## config.mk

```make
export PLATFORM = sky130hd
export DESIGN_NAME = cbd_vector_sampler
export DESIGN_NICKNAME = d
export VERILOG_FILES = /design/src/rtl/cbd_vector_sampler.sv
export SDC_FILE = /design/constraint.sdc
export NUM_CORES = 1
export LEC_CHECK = 0
export ABC_AREA = 1
export CELL_PAD_IN_SITES_DETAIL_PLACEMENT = 0
export CELL_PAD_IN_SITES_GLOBAL_PLACEMENT = 2
export CORE_ASPECT_RATIO = 1.75
export CORE_MARGIN = 2
export CORE_UTILIZATION = 33
export CTS_BUF_LIST = sky130_fd_sc_hd__clkbuf_2 sky130_fd_sc_hd__clkbuf_4 sky130_fd_sc_hd__clkbuf_8
export CTS_CLUSTER_SIZE = 28
export DETAILED_ROUTE_END_ITERATION = 10
export HOLD_SLACK_MARGIN = 0.12
export PLACE_DENSITY = 0.78
export SLEW_MARGIN = 15
export SYNTH_ARGS = -nofsm -noshare
export SYNTH_HDL_FRONTEND = slang
export SYNTH_SLANG_ARGS = --single-unit
export TNS_END_PERCENT = 50
```

## constraint.sdc

```tcl
create_clock -name clk -period 9.8 [get_ports clk]
set_input_delay 1.96 -clock clk [delete_from_list [all_inputs] [get_ports clk]]
set_output_delay 1.96 -clock clk [all_outputs]
set_load 0.005 [all_outputs]
```

## src/rtl/cbd_vector_sampler.sv

```systemverilog
// Centered-binomial sampler: streams 64-bit source words and packs 16 coefficients (4 bits each) per output word.
// Define SAMPLER_TWOS_COMP_EN to emit two's-complement coefficients instead of sign-magnitude.
module cbd_vector_sampler #(
    parameter int MU = 8,
    parameter int L  = 3,
    parameter int AW = 9
) (
    input  logic          clk,
    input  logic          rst,
    input  logic          start,
    output logic          rd_en,
    output logic [AW-1:0] rd_address,
    input  logic [63:0]   data_in,
    output logic [63:0]   sample_pack,
    output logic [AW-1:0] wt_address,
    output logic          wen,
    output logic          busy,
    output logic          done
);

    localparam logic [1:0] S_IDLE  = 2'd0;
    localparam logic [1:0] S_RUN   = 2'd1;
    localparam logic [1:0] S_DRAIN = 2'd2;
    localparam logic [1:0] S_DONE  = 2'd3;

    localparam int            HALF     = MU / 2;
    localparam int            GRP_BITS = 8 * MU;
    localparam logic [AW-1:0] LAST_RD  = AW'(4 * MU * L - 1);
    localparam logic [AW-1:0] LAST_WR  = AW'(16 * L - 1);

    if (!(MU == 6 || MU == 8 || MU == 10)) begin : g_bad_mu
        $error("cbd_vector_sampler: MU must be 6, 8 or 10");
    end
    if (L < 1 || L > 4) begin : g_bad_l
        $error("cbd_vector_sampler: L must be in 1..4");
    end

    function automatic logic [2:0] pop5(input logic [4:0] v);
        logic [2:0] c;
        c = '0;
        for (int unsigned k = 0; k < 5; k++) c = c + {2'b00, v[k]};
        return c;
    endfunction

    function automatic logic [3:0] enc(input logic [2:0] a, input logic [2:0] b);
        logic [3:0] d;
        d = {1'b0, a} - {1'b0, b};
`ifdef SAMPLER_TWOS_COMP_EN
        return d;
`else
        if (a >= b) return d;
        return {1'b1, b - a};
`endif
    endfunction

    logic [1:0]    r_state;
    logic [191:0]  r_buf;
    logic [7:0]    r_cnt;
    logic          r_valid;
    logic          r_half;
    logic [31:0]   r_lo;
    logic [AW-1:0] r_rd_addr;
    logic [AW-1:0] r_wt_addr;
    logic [63:0]   r_sample;
    logic          r_wen;

    logic          w_active;
    logic          w_cons;
    logic          w_issue;
    logic [7:0]    w_cnt_base;
    logic [7:0]    w_cnt_next;
    logic [191:0]  w_shifted;
    logic [191:0]  w_buf_next;
    logic [31:0]   w_grp;

    // Buffer keeps unconsumed stream bits LSB-first; a group is taken from the bottom before the
    // arriving word is appended, and reads are throttled on the post-update fill level.
    always_comb begin
        w_active   = (r_state == S_RUN) || (r_state == S_DRAIN);
        w_cons     = w_active && (r_cnt >= 8'(GRP_BITS));
        w_shifted  = w_cons ? (r_buf >> GRP_BITS) : r_buf;
        w_cnt_base = w_cons ? (r_cnt - 8'(GRP_BITS)) : r_cnt;
        w_buf_next = w_shifted;
        w_cnt_next = w_cnt_base;
        if (r_valid) begin
            w_buf_next = w_shifted | ({128'd0, data_in} << w_cnt_base);
            w_cnt_next = w_cnt_base + 8'd64;
        end
        w_issue = (r_state == S_RUN) && (w_cnt_next <= 8'd128);
    end

    always_comb begin
        w_grp = '0;
        for (int unsigned j = 0; j < 8; j++) begin
            w_grp[4*j +: 4] = enc(pop5(5'(r_buf[j*MU +: HALF])),
                                  pop5(5'(r_buf[j*MU+HALF +: HALF])));
        end
    end

    always_ff @(posedge clk or posedge rst) begin
        if (rst) begin
            r_state   <= S_IDLE;
            r_buf     <= '0;
            r_cnt     <= '0;
            r_valid   <= 1'b0;
            r_half    <= 1'b0;
            r_lo      <= '0;
            r_rd_addr <= '0;
            r_wt_addr <= '0;
            r_sample  <= '0;
            r_wen     <= 1'b0;
        end else begin
            r_wen <= 1'b0;
            case (r_state)
                S_IDLE: begin
                    if (start) begin
                        r_state   <= S_RUN;
                        r_rd_addr <= '0;
                        r_wt_addr <= '0;
                        r_buf     <= '0;
                        r_cnt     <= '0;
                        r_valid   <= 1'b0;
                        r_half    <= 1'b0;
                    end
                end
                S_RUN:   if (w_issue && r_rd_addr == LAST_RD) r_state <= S_DRAIN;
                S_DRAIN: if (r_wen && r_wt_addr == LAST_WR) r_state <= S_DONE;
                default: r_state <= S_IDLE;
            endcase
            if (w_active) begin
                r_buf   <= w_buf_next;
                r_cnt   <= w_cnt_next;
                r_valid <= w_issue;
            end
            if (w_issue) r_rd_addr <= r_rd_addr + 1'b1;
            if (r_wen)   r_wt_addr <= r_wt_addr + 1'b1;
            if (w_cons) begin
                if (!r_half) begin
                    r_lo   <= w_grp;
                    r_half <= 1'b1;
                end else begin
                    r_sample <= {w_grp, r_lo};
                    r_wen    <= 1'b1;
                    r_half   <= 1'b0;
                end
            end
        end
    end

    assign rd_en       = w_issue;
    assign rd_address  = r_rd_addr;
    assign sample_pack = r_sample;
    assign wt_address  = r_wt_addr;
    assign wen         = r_wen;
    assign busy        = w_active;
    assign done        = (r_state == S_DONE);

endmodule
```

# == Word level (Yosys, flattened, before mapping) ==
# Cells that the tools add are included.
# totals
in_bits,67
out_inout_bits,86
wordCells,169
register_bits,319
# classes
reduce_logical,21
magnitude_cmp,10
bitwise,2
add_sub_neg,68
eq_ne,8
muxes,49
shifts,1
# op_table
op,count
192-bit two-way mux,5
192-bit bitwise OR,1
64-bit by 8-bit << shifter with 192-bit output,1
4-bit two-way mux,16
2-bit by 1-bit adder with 3-bit output,16
3-bit by 1-bit adder with 3-bit output,16
8-bit two-way mux,5
9-bit two-way mux,4
1-bit by 1-bit adder with 2-bit output,16
3-bit by 3-bit subtractor with 4-bit output,8
3-bit greater-or-equal comparator,8
3-bit subtractor,8
"9-bit by 1-bit adder with 9-bit output, second input constant",2
2-bit nonzero test,8
1-bit two-way mux,15
2-bit AND reduction,6
"9-bit by 6-bit == test with 1-bit output, second input constant",1
"9-bit by 7-bit == test with 1-bit output, second input constant",1
"8-bit by 7-bit adder with 8-bit output, second input constant",1
"8-bit by 7-bit greater-or-equal comparator with 1-bit output, second input constant",1
"8-bit less-or-equal comparator, second input constant",1
"8-bit by 7-bit subtractor with 8-bit output, second input constant",1
2-bit two-way mux,3
2-bit case mux with 3 select lines,1
other kinds (9),14

# == Depth between registers and ports, before layout ==
# Gate-level depths: netlist of the first run.
# depth
depth_word,11
depth_mapped,13
mapped_depth_nobuf,13

# == Worst setup path after synthesis of the first run ==
# Ideal clock, no wire load.
# synth_timing
path_kind,reg2out
start,reg r_state[0]
end,out rd_en
slack_ns,6.229
t_required_ns,7.840
path_stages_with_launch,9
t_arrival_ns,1.611
path_buffers,1
cell_sequence,dfrtp_1 -> inv_1 -> ha_1 -> nand2_4 -> o21ai_1 -> nand3_1 -> nand2_1 -> buf_2 -> inv_2
# synth_via
elab_chain_len,8
# synth_rtl
item,line,source
from (decl),56,logic [1:0] r_state;
from (signal assigned),102,r_state <= S_IDLE;
from (signal assigned),117,r_state <= S_RUN;
from (signal assigned),126,S_RUN: if (w_issue && r_rd_addr == LAST_RD) r_state <= S_DRAIN;
2-bit by 1-bit == test with 1-bit output / 2-bit == test (equally long branches),79,w_active = (r_state == S_RUN) || (r_state == S_DRAIN);
1-bit logical OR (*),79,
via busy,17,"output logic busy,"
1-bit logical AND (*),80,w_cons = w_active && (r_cnt >= 8'(GRP_BITS));
8-bit two-way mux (*),82,w_cnt_base = w_cons ? (r_cnt - 8'(GRP_BITS)) : r_cnt;
8-bit by 7-bit adder with 8-bit output,87,w_cnt_next = w_cnt_base + 8'd64;
8-bit two-way mux (*),85,if (r_valid) begin
8-bit less-or-equal comparator (*),89,w_issue = (r_state == S_RUN) && (w_cnt_next <= 8'd128);
1-bit logical AND (*),89,
to (decl),11,"output logic rd_en,"
# The timed path passes the listed nets; every way through them passes the cells marked *.

# == Worst setup path after layout of the first run ==
# layout_timing
start,reg r_state[0]
end,out rd_en
# layout_via
elab_chain_len,8
# layout_rtl
item,line
2-bit by 1-bit == test with 1-bit output / 2-bit == test (equally long branches),"79, 89"
1-bit logical OR,79
1-bit logical AND,80
8-bit two-way mux,82
8-bit by 7-bit adder with 8-bit output,87
8-bit two-way mux,85
8-bit less-or-equal comparator,89
1-bit logical AND (*),89
# Every way passes the cells marked *; elsewhere a longest branch is shown, timed or not.

==> results of run 1 <==
## metrics by stage
step                      cell area, µm²  power (mW)  setup slack (ps)  utilization [%]
final                              19100        5.90              4440             39.4
after global routing               19100        6.43              4140             39.4
after CTS                          19100        6.00              4360             39.4
after detailed placement           18100        4.82              4610             37.3
after global placement             18100        4.77              4680             37.3
after floorplan                    16200        3.80              3670                -
## worst max path at each step
stage / from / end / slack, ps
3_3_place_gp: start / r_buf[160] / 4680
5_1_grt: r_state[0] / rd_en / 4140
4_1_cts: r_state[0] / rd_en / 4360
3_5_place_dp: start / r_buf[160] / 4610
2_1_floorplan: rst / r_buf[0] / 3670
6_report: r_state[0] / rd_en / 4440
## power breakdown
group	internal, mW	switching (mW)
logic	0.924	2.06
clock network	0.631	0.525
registers	1.59	0.171
## worst min-delay path, delay by kind of cell, from the launching register on
kind | cells | cell delay (ps)
DFF | 1 | 340
and+or+nand+nor | 2 | 90
## synth_stat cells, types with 17 or more instances
master	n
sky130_fd_sc_hd__a32oi_1	17
sky130_fd_sc_hd__nor2_1	26
sky130_fd_sc_hd__buf_2	51
sky130_fd_sc_hd__nand3_1	163
sky130_fd_sc_hd__dfrtp_1	313
sky130_fd_sc_hd__inv_1	250
sky130_fd_sc_hd__o22ai_1	116
sky130_fd_sc_hd__a21oi_1	21
sky130_fd_sc_hd__o21ai_1	90
sky130_fd_sc_hd__o21ai_0	135
sky130_fd_sc_hd__ha_1	73
sky130_fd_sc_hd__clkbuf_1	41
sky130_fd_sc_hd__nand2_1	475
sky130_fd_sc_hd__fa_1	40
## layer usage
| metal | global-route usage (%) | routed length, µm | share of wire [%] | vias to the layer above |
|---|---|---|---|---|
| li1 | - | - | - | 6336 |
| met1 | 23.1 | 19300 | 43 | 6379 |
| met2 | 30.2 | 21900 | 49 | 327 |
| met3 | 2.60 | 1990 | 4.5 | 72 |
| met4 | 5.77 | 1280 | 2.9 | 0 |
| met5 | 0 | 0 | 0 | - |
## flip-flops by register name, summed over array words and instances, names as in the netlist
| name | count |
|---|---|
| r_buf | 192 |
| r_cnt | 2 |
| r_half | 1 |
| r_lo | 32 |
| r_state | 2 |
| r_valid | 1 |
| rd_address | 9 |
| sample_pack | 64 |
| wen | 1 |
| wt_address | 9 |
## logic make-up (layout without fill, tap and decap cells)
| logic type | after synthesis | after routing |
|---|---|---|
| simple gates | 677 | 677 |
| fa+ha+maj | 113 | 113 |
| buf+inv | 367 | 507 |
| xor+xnor | 12 | 12 |
| mux | 8 | 8 |
| other cells | 0 | 1 |
| compound gates | 383 | 383 |
| flops | 313 | 313 |
## final cells by class
| class | count | area, µm² |
|---|---|---|
| Sequential cell | 313 | 7830 |
| Clock inverter | 2 | 12.5 |
| Antenna cell | 1 | 2.50 |
| Clock buffer | 83 | 992 |
| Tap cell | 654 | 818 |
| Inverter | 255 | 962 |
| Multi-Input combinational cell | 1193 | 6870 |
| Fill cell | 5022 | 29500 |
| Timing Repair Buffer | 167 | 1650 |
==> out/results.md, run 1 <==
## Critical path
• **master of the slowest instance on the critical path** sky130_fd_sc_hd__clkdlybuf4s50_1
• **type of origin of the critical path** register
• **Reg2Reg Launch Point** r_state[0]
• **gate family responsible for the most delay along the worst path** simple AND/OR/NAND/NOR gates
• **r2r endpoint** r_buf[160]
• **data arrival time of the critical path** 3400 ps
• **Worst path most repeated cell** sky130_fd_sc_hd__nand2_1
• **number of buffers and inverters on the critical path** 3
• **critical path's largest stage delay** 520 ps
• **crit end category** output port
• **critical path data required time** 7840 ps
• **setup slack, reg-to-reg** 6010 ps
• **highest net fanout along the worst path** 41
• **cell depth of the worst setup path** 9
• **worst setup path class** reg -> out
• **critical path cell sequence** inv_1 -> ha_1 -> nand2_4 -> nand2_1 -> nand3_2 -> nand3_1 -> nand2_1 -> inv_2 -> clkdlybuf4s50_1
• **number of cells on the worst reg-to-reg path** 8

## Synthesis
• **Syn Nets** 2053
• **Avg Synthesized Cell Area** 8.63 µm²
• **number of flops mapped to enable cells by yosys** 0
• **top post-synthesis cells by area** sky130_fd_sc_hd__dfrtp_1 48%, sky130_fd_sc_hd__nand2_1 11%, sky130_fd_sc_hd__inv_1 5.8%, sky130_fd_sc_hd__ha_1 5.7%, sky130_fd_sc_hd__nand3_1 5.0%
• **Most used DFF post-synth** sky130_fd_sc_hd__dfrtp_1
• **area fraction in compound gates after synthesis** 13.3%
• **yosys synthesis warning count** 0
• **combined area of all synthesized cells** 16200 µm²
• **top cell type's share of synthesized area** 48.5%
• **dominant combinational cell family by area after synthesis** simple AND/OR/NAND/NOR gates
• **multiplexer fraction of the synthesized cell area** 0.495%
• **library cell with the largest summed area after synthesis** sky130_fd_sc_hd__dfrtp_1
• **Post-Syn Instances** 1873
• **simple-gate portion of the synthesized area** 17.3%
• **share of synthesized flip-flops with an asynchronous set or reset** 100%
• **adder-cell share of the synthesized area** 10.6%
• **area share of xor/xnor cells in the synthesized design** 0.650%
• **count of state elements after synthesis** 313
• **unique cell type count in the Yosys netlist** 34
• **fraction of the yosys area taken by sequential cells** 48.5%

## Pwr
• **P_leak** 8.81 nW
• **worst vdd ir** 0.000271 V
• **PD cells** 308 nW/µm²

## Floorplanning
• **number of top-level pins** 153
• **placeable core region** 48600 µm²
• **area enclosed by the die boundary** 50800 µm²
• **Die Wd** 171 µm
• **number of cell rows** 107
• **Initial Utilization** 33.3%
• **height of the chip** 297 µm

## CTS
• **TritonCTS buffer count** 51
• **deepest clock path buffer count** 3
• **clock transition at the registers of the reported paths** 60 ps
• **hold bufs inserted after CTS** 0
• **Num Clock Sinks** 313
• **clock tree from TritonCTS** done
• **clk root buf** sky130_fd_sc_hd__clkbuf_8
• **PostCTS Resize Cnt** 0
• **count of H-tree levels built during CTS** 2
• **clk_lat worst skew** 600 ps
• **post-CTS setup buffers** 0

## Global route
• **wire length of the first global-routing pass** 72.6 mm
• **gr usage total** 17.8%
• **largest net degree at the start of global routing** 168
• **vias in the first global route** 13168
• **antenna violations before repair** 1
• **total grt overflow** 0

## Timing
• **final-report hold violation count** 0
• **Slew Limit Headroom** 28.7%
• **setup tns final** 0 ps
• **Post-Route Skew** 21.3 ps
• **fin crit share** 54.7%
• **FMAX** 0.187 GHz
• **count of final setup violators** 0
• **setup repair after global routing missed its margin** false
• **Tightest Pin Transition** 1070 ps
• **tightest hold margin** 466 ps
• **final critical-path required period** 5360 ps
• **Max Transition Viols Final** 0

## Drt
• **violation count after the first detailed-routing iteration** 730
• **iteration count of the initial detailed-routing pass** 5
• **DRC violation count after routing** 0
• **via count** 13114
• **drt via density** 4.92
• **count of antenna-violating nets left after detailed routing** 0
• **post-detailed-route wirelength per cell** 16.6 µm
• **wire length after detailed routing** 44.4 mm

## Cells and area
• **final-stage net count** 2161
• **area growth from synthesis to layout** 18.4%
• **most common cell after layout, fill and taps aside** sky130_fd_sc_hd__nand2_1
• **non-filler instance count after layout** 2668
• **fraction of layout instances using a drive strength above 1** 6.01%
• **top library cells by usage in the layout, fill and taps aside** 473 x sky130_fd_sc_hd__nand2_1, 313 x sky130_fd_sc_hd__dfrtp_1, 248 x sky130_fd_sc_hd__inv_1, 163 x sky130_fd_sc_hd__nand3_1, 152 x sky130_fd_sc_hd__clkdlybuf4s50_1

## Min path
• **classification of the worst-slack hold path** reg -> reg
• **source of the worst hold timing path** sample_pack[1]
• **Endpoint, Worst Hold** sample_pack[1]
• **number of cells on the worst hold path** 2

## Run status
• **status** completed

## Placed design
• **number of buffer cells added on primary ports** 152
• **detailed placer's ending HPWL** 28.0 mm
• **placed instance count** 2582
• **weighted congestion reported at the end of routability-driven placement** 0.775

## Flow run
• **max-cap viol count** 0

(Power assumes the default switching activity.)
==> run 2: changes to the inputs <==
==> constraint.sdc (replaced) <==
create_clock -name clk -period 4.8 [get_ports clk]
set_input_delay 0.96 -clock clk [delete_from_list [all_inputs] [get_ports clk]]
set_output_delay 0.96 -clock clk [all_outputs]
set_load 0.005 [all_outputs]
==> run 2 against run 1 <==
Compared with the run above:
- critical endpoint unchanged
- sequential share of layout area fell by 0.33 points
- wire length rose by 3.2%
- largest cell class unchanged
- count of clock-buffer cells in the layout fell by 4
==> out/results.md, run 2 (same netlist as run 1, synthesis figures left out) <==
## Placed design
• **number of buffer cells added on primary ports** 152, unchanged
• **worst slack at placement** 1350 ps, was 4610 ps
• **detailed placer's ending HPWL** 29.5 mm, was 28.0 mm
• **weighted congestion reported at the end of routability-driven placement** 0.785, was 0.775

## Drt
• **DRC violation count after routing** 0, unchanged
• **drt via density** 4.91, was 4.92
• **via count** 13144, was 13114
• **count of antenna-violating nets left after detailed routing** 0, unchanged
• **wire length after detailed routing** 45.8 mm, was 44.4 mm
• **violation count after the first detailed-routing iteration** 671, was 730
• **iteration count of the initial detailed-routing pass** 4, was 5
• **post-detailed-route wirelength per cell** 17.1 µm, was 16.6 µm

## Critical path
• **master of the slowest instance on the critical path** sky130_fd_sc_hd__clkdlybuf4s50_1, unchanged
• **critical path data required time** 3840 ps, was 7840 ps
• **worst setup path class** reg -> out, unchanged
• **critical path cell sequence** inv_1 -> ha_1 -> nand2_4 -> nand2_1 -> nand3_2 -> nand3_1 -> nand2_1 -> inv_2 -> clkdlybuf4s50_1, unchanged
• **Worst path most repeated cell** sky130_fd_sc_hd__nand2_1, unchanged
• **critical path's largest stage delay** 510 ps, was 520 ps
• **crit end category** output port, unchanged
• **highest net fanout along the worst path** 16, was 41
• **type of origin of the critical path** register, unchanged
• **data arrival time of the critical path** 3120 ps, was 3400 ps

## Flow run
• **max-cap viol count** 0, unchanged

## Run status
• **status** completed, unchanged

## Floorplanning
• **number of top-level pins** 153, unchanged
• **number of cell rows** 107, unchanged
• **Die Wd** 171 µm, unchanged
• **area enclosed by the die boundary** 50800 µm², unchanged
• **Initial Utilization** 33.3%, unchanged
• **height of the chip** 297 µm, unchanged
• **placeable core region** 48600 µm², unchanged

## CTS
• **PostCTS Resize Cnt** 0, unchanged
• **clk root buf** sky130_fd_sc_hd__clkbuf_8, unchanged
• **clock tree from TritonCTS** done, unchanged
• **deepest clock path buffer count** 3, unchanged
• **clock transition at the registers of the reported paths** 70 ps, was 60 ps
• **Num Clock Sinks** 313, unchanged
• **TritonCTS buffer count** 51, unchanged
• **clk_lat worst skew** 600 ps, about the same
• **post-CTS setup buffers** 0, unchanged
• **count of H-tree levels built during CTS** 2, unchanged
• **hold bufs inserted after CTS** 0, unchanged

## Pwr
• **worst vdd ir** 0.000506 V, was 0.000271 V
• **P_leak** 8.89 nW, was 8.81 nW
• **PD cells** 637 nW/µm², was 308 nW/µm²

## Global route
• **gr usage total** 18.4%, was 17.8%
• **vias in the first global route** 13612, was 13168
• **total grt overflow** 0, unchanged
• **wire length of the first global-routing pass** 74.6 mm, was 72.6 mm
• **largest net degree at the start of global routing** 195, was 168
• **antenna violations before repair** 3, was 1

## Cells and area
• **final-stage net count** 2166, was 2161
• **Biggest register** r_buf, unchanged
• **top library cells by usage in the layout, fill and taps aside** 473 x sky130_fd_sc_hd__nand2_1, 313 x sky130_fd_sc_hd__dfrtp_1, 248 x sky130_fd_sc_hd__inv_1, 163 x sky130_fd_sc_hd__nand3_1, 152 x sky130_fd_sc_hd__clkdlybuf4s50_1, unchanged
• **area growth from synthesis to layout** 19.4%, was 18.4%
• **post-route core utilization** 39.7%, was 39.4%
• **fraction of layout instances using a drive strength above 1** 6.38%, was 6.01%
• **flip-flop count of the largest register, all copies and words added** 192, unchanged
• **most common cell after layout, fill and taps aside** sky130_fd_sc_hd__nand2_1, unchanged

## Timing
• **final-report hold violation count** 0, unchanged
• **setup repair after global routing missed its margin** false, unchanged
• **FMAX** 0.245 GHz
• **Max Transition Viols Final** 0, unchanged
• **final critical-path required period** 4080 ps
• **Slew Limit Headroom** 32.6%, was 28.7%
• **Post-Route Skew** 18.7 ps, was 21.3 ps
• **count of final setup violators** 0, unchanged
• **fin crit share** 84.9%
• **worst setup slack after layout** 723 ps, was 4440 ps
• **tightest hold margin** 470 ps, was 466 ps
• **Tightest Pin Transition** 1010 ps, was 1070 ps

## Min path
• **classification of the worst-slack hold path** reg -> reg, unchanged

-- run 2: critical path: cells and delay by family (launching register included) --
| family | cells | cell delay, ps |
|---|---|---|
| adder cells (fa/ha/maj) | 1 | 460 |
| buffers and inverters | 3 | 780 |
| flip-flops | 1 | 430 |
| AND/OR/NAND/NOR | 5 | 860 |
-- run 2: power breakdown --
part / internal, mW / leakage (nW) / switching, mW
Combinational: 1.95 / 4.00 / 4.26
Sequential: 3.25 / 4.31 / 0.341
Clock: 1.37 / 0.577 / 1.11
-- run 2: area by class of cell --
class	instances	area [µm²]
Multi-Input combinational cell	1193	6870
Fill cell	5010	29300
Tap cell	654	818
Clock inverter	9	70.1
Sequential cell	313	7830
Antenna cell	2	5.00
Clock buffer	79	1000
Timing Repair Buffer	172	1730
Inverter	255	962
-- run 2: stage by stage --
| step | std cells | setup TNS, ps | instance area (µm²) | total power, mW |
|---|---|---|---|---|
| final | 2677 | 0 | 19300 | 12.3 |
| after CTS | 2675 | 0 | 19300 | 12.5 |
| after global routing | 2676 | 0 | 19300 | 13.4 |
| after floorplan | 1873 | -102940 | 16200 | 7.76 |
| after global placement | 2587 | 0 | 18200 | 9.89 |
| after detailed placement | 2587 | 0 | 18200 | 9.97 |
-- run 2: final timing paths --
check / start / to / slack, ps / cells past startpoint
worst min-delay path: sample_pack[4] / sample_pack[4] / 470 / 2
worst min register to register: sample_pack[4] / sample_pack[4] / 470 / 2
worst max register to register: r_buf[52] / sample_pack[57] / 1670 / 12
min in group asynchronous: rst / r_lo[8] / 820 / 2
max in group asynchronous: rst / r_valid / 2910 / 3
worst max-delay path: r_state[0] / rd_en / 720 / 9
-- run 2: metal layers --
| metal | vias up | wire length, µm | GRT usage, % | share of wire, % |
|---|---|---|---|---|
| li1 | 6339 | - | - | - |
| met1 | 6438 | 19200 | 22.7 | 42 |
| met2 | 292 | 23300 | 32.4 | 51 |
| met3 | 73 | 1970 | 2.82 | 4.3 |
| met4 | 2 | 1410 | 6.40 | 3.1 |
| met5 | - | 13 | 0 | 0.028 |
==> RTL change, RTL diff (config.mk and constraints of run 1) <==
The option `SAMPLER_TWOS_COMP_EN` is turned on by a define.
--- a/src/rtl/cbd_vector_sampler.sv
+++ b/src/rtl/cbd_vector_sampler.sv
@@ -2,2 +2,4 @@
 // Define SAMPLER_TWOS_COMP_EN to emit two's-complement coefficients instead of sign-magnitude.
+`define SAMPLER_TWOS_COMP_EN
+
 module cbd_vector_sampler #(
Formal check against the unedited RTL: no difference found for any inputs over 4 cycles, from zero or initial values and one cycle with rst high; that may be too few to reach the edited logic, so the function may still have changed.
==> RTL change against run 1 <==
  * Wire length fell by 3.8%
  * Power grew 7.8%
  * Highest routed layer unchanged
  * Sequential cell count is the same
  * Sequential share of layout area grew 1.7 points
  * Synthesized area decreased by 4.0%
  * Design area down 3.9%
  * Setup slack better by 0.11 ns
  * Fmax is 2.1% higher
  * Largest power group unchanged
  * Largest cell class unchanged
  * Critical path type unchanged
==> RTL change: results (changes against run 1) <==
metric,value,unit,change
crit-path max FO,70,,+71%
post-DP HPWL,25700,microns,-8.1%
GP Congestion,0.776,,+0.18%
Routed WL,42700,microns,-3.8%
share of layout cells above drive strength 1,6.52,%,+0.51 points
Detailed Route Iter0 Violations,1007,,+38%
min-delay src,sample_pack[38],,
total CTS buffers,49,,-3.9%
final hold slack,0.470,ns,+0.00362 ns
largest net degree at the start of global routing,132,,-21%
main area contributors after synthesis,"dfrtp_1 50%, nand2_1 9.4%, inv_1 7.0%",,
Worst Tran Pin Value,1.15,ns,+0.0856 ns
post-synthesis sequential area ratio,50.5,%,+2.0 points
Final Skew,0.0239,ns,+0.00255 ns
Placed Instances,2432,,-5.8%
first-pass GRT wire length,69400,microns,-4.3%
syn nets,1925,,-6.2%
gr usage total,17.6,%,-0.16 points
WP data arrival,3.29,ns,-0.11 ns
hold worst-path end,sample_pack[38],,
status,"complete, no violations",,
nets@finish,2026,,-6.2%
largest stage delay on the critical path,0.58,ns,+0.06 ns
Post-synth top cells,"389 x nand2_1, 313 x dfrtp_1, 289 x inv_1",,
via density per instance,4.94,,+0.46%
LEAKAGE,8.02,nW,-9.0%
"Cell Area, Placed",17300,sq um,-4.7%
Reg2Reg Setup Slack,6.19,ns,+0.18 ns
reg2reg end,r_buf[31],,
vias in the first global route,12700,,-3.3%
reg2reg path depth,11,,+3
maximum vdd drop,0.314,mV,+16%
## RTL change: changes by cell type after synthesis, moves of 17 or more
cell / change
a32oi_1: -17
ha_1: -49
inv_1: +39
nand2_1: -86
o21ai_0: -56
o21ai_1: +108
## RTL change: cells by family after synthesis
family          synth area share (%)
flops                           50.5
xor+xnor                       0.565
simple gates                    15.7
buf+inv                         11.2
compound gates                  15.0
fa+ha+maj                       7.10
## RTL change: area by class of cell
cell class	count	area (sq um)
fillers	4776	28300
flip-flops and latches	313	7830
multi-input cells	1071	5960
repair buffers	166	1640
inverters	294	1110
clock buffers	79	1000
well taps	588	736
clock inverters	10	103
diodes	1	2.50
## RTL change: metal layers
layer	GRT usage (%)	wire length, microns
met4	6.68	1360
met2	29.6	20700
met1	22.8	18500
met5	0	0
met3	2.70	2150
## RTL change: power by group
| group | internal (mW) | switching [mW] | leakage, nW |
|---|---|---|---|
| Sequential | 1.62 | 0.161 | 4.27 |
| Combinational | 1.05 | 2.30 | 3.16 |
| Clock | 0.697 | 0.541 | 0.588 |
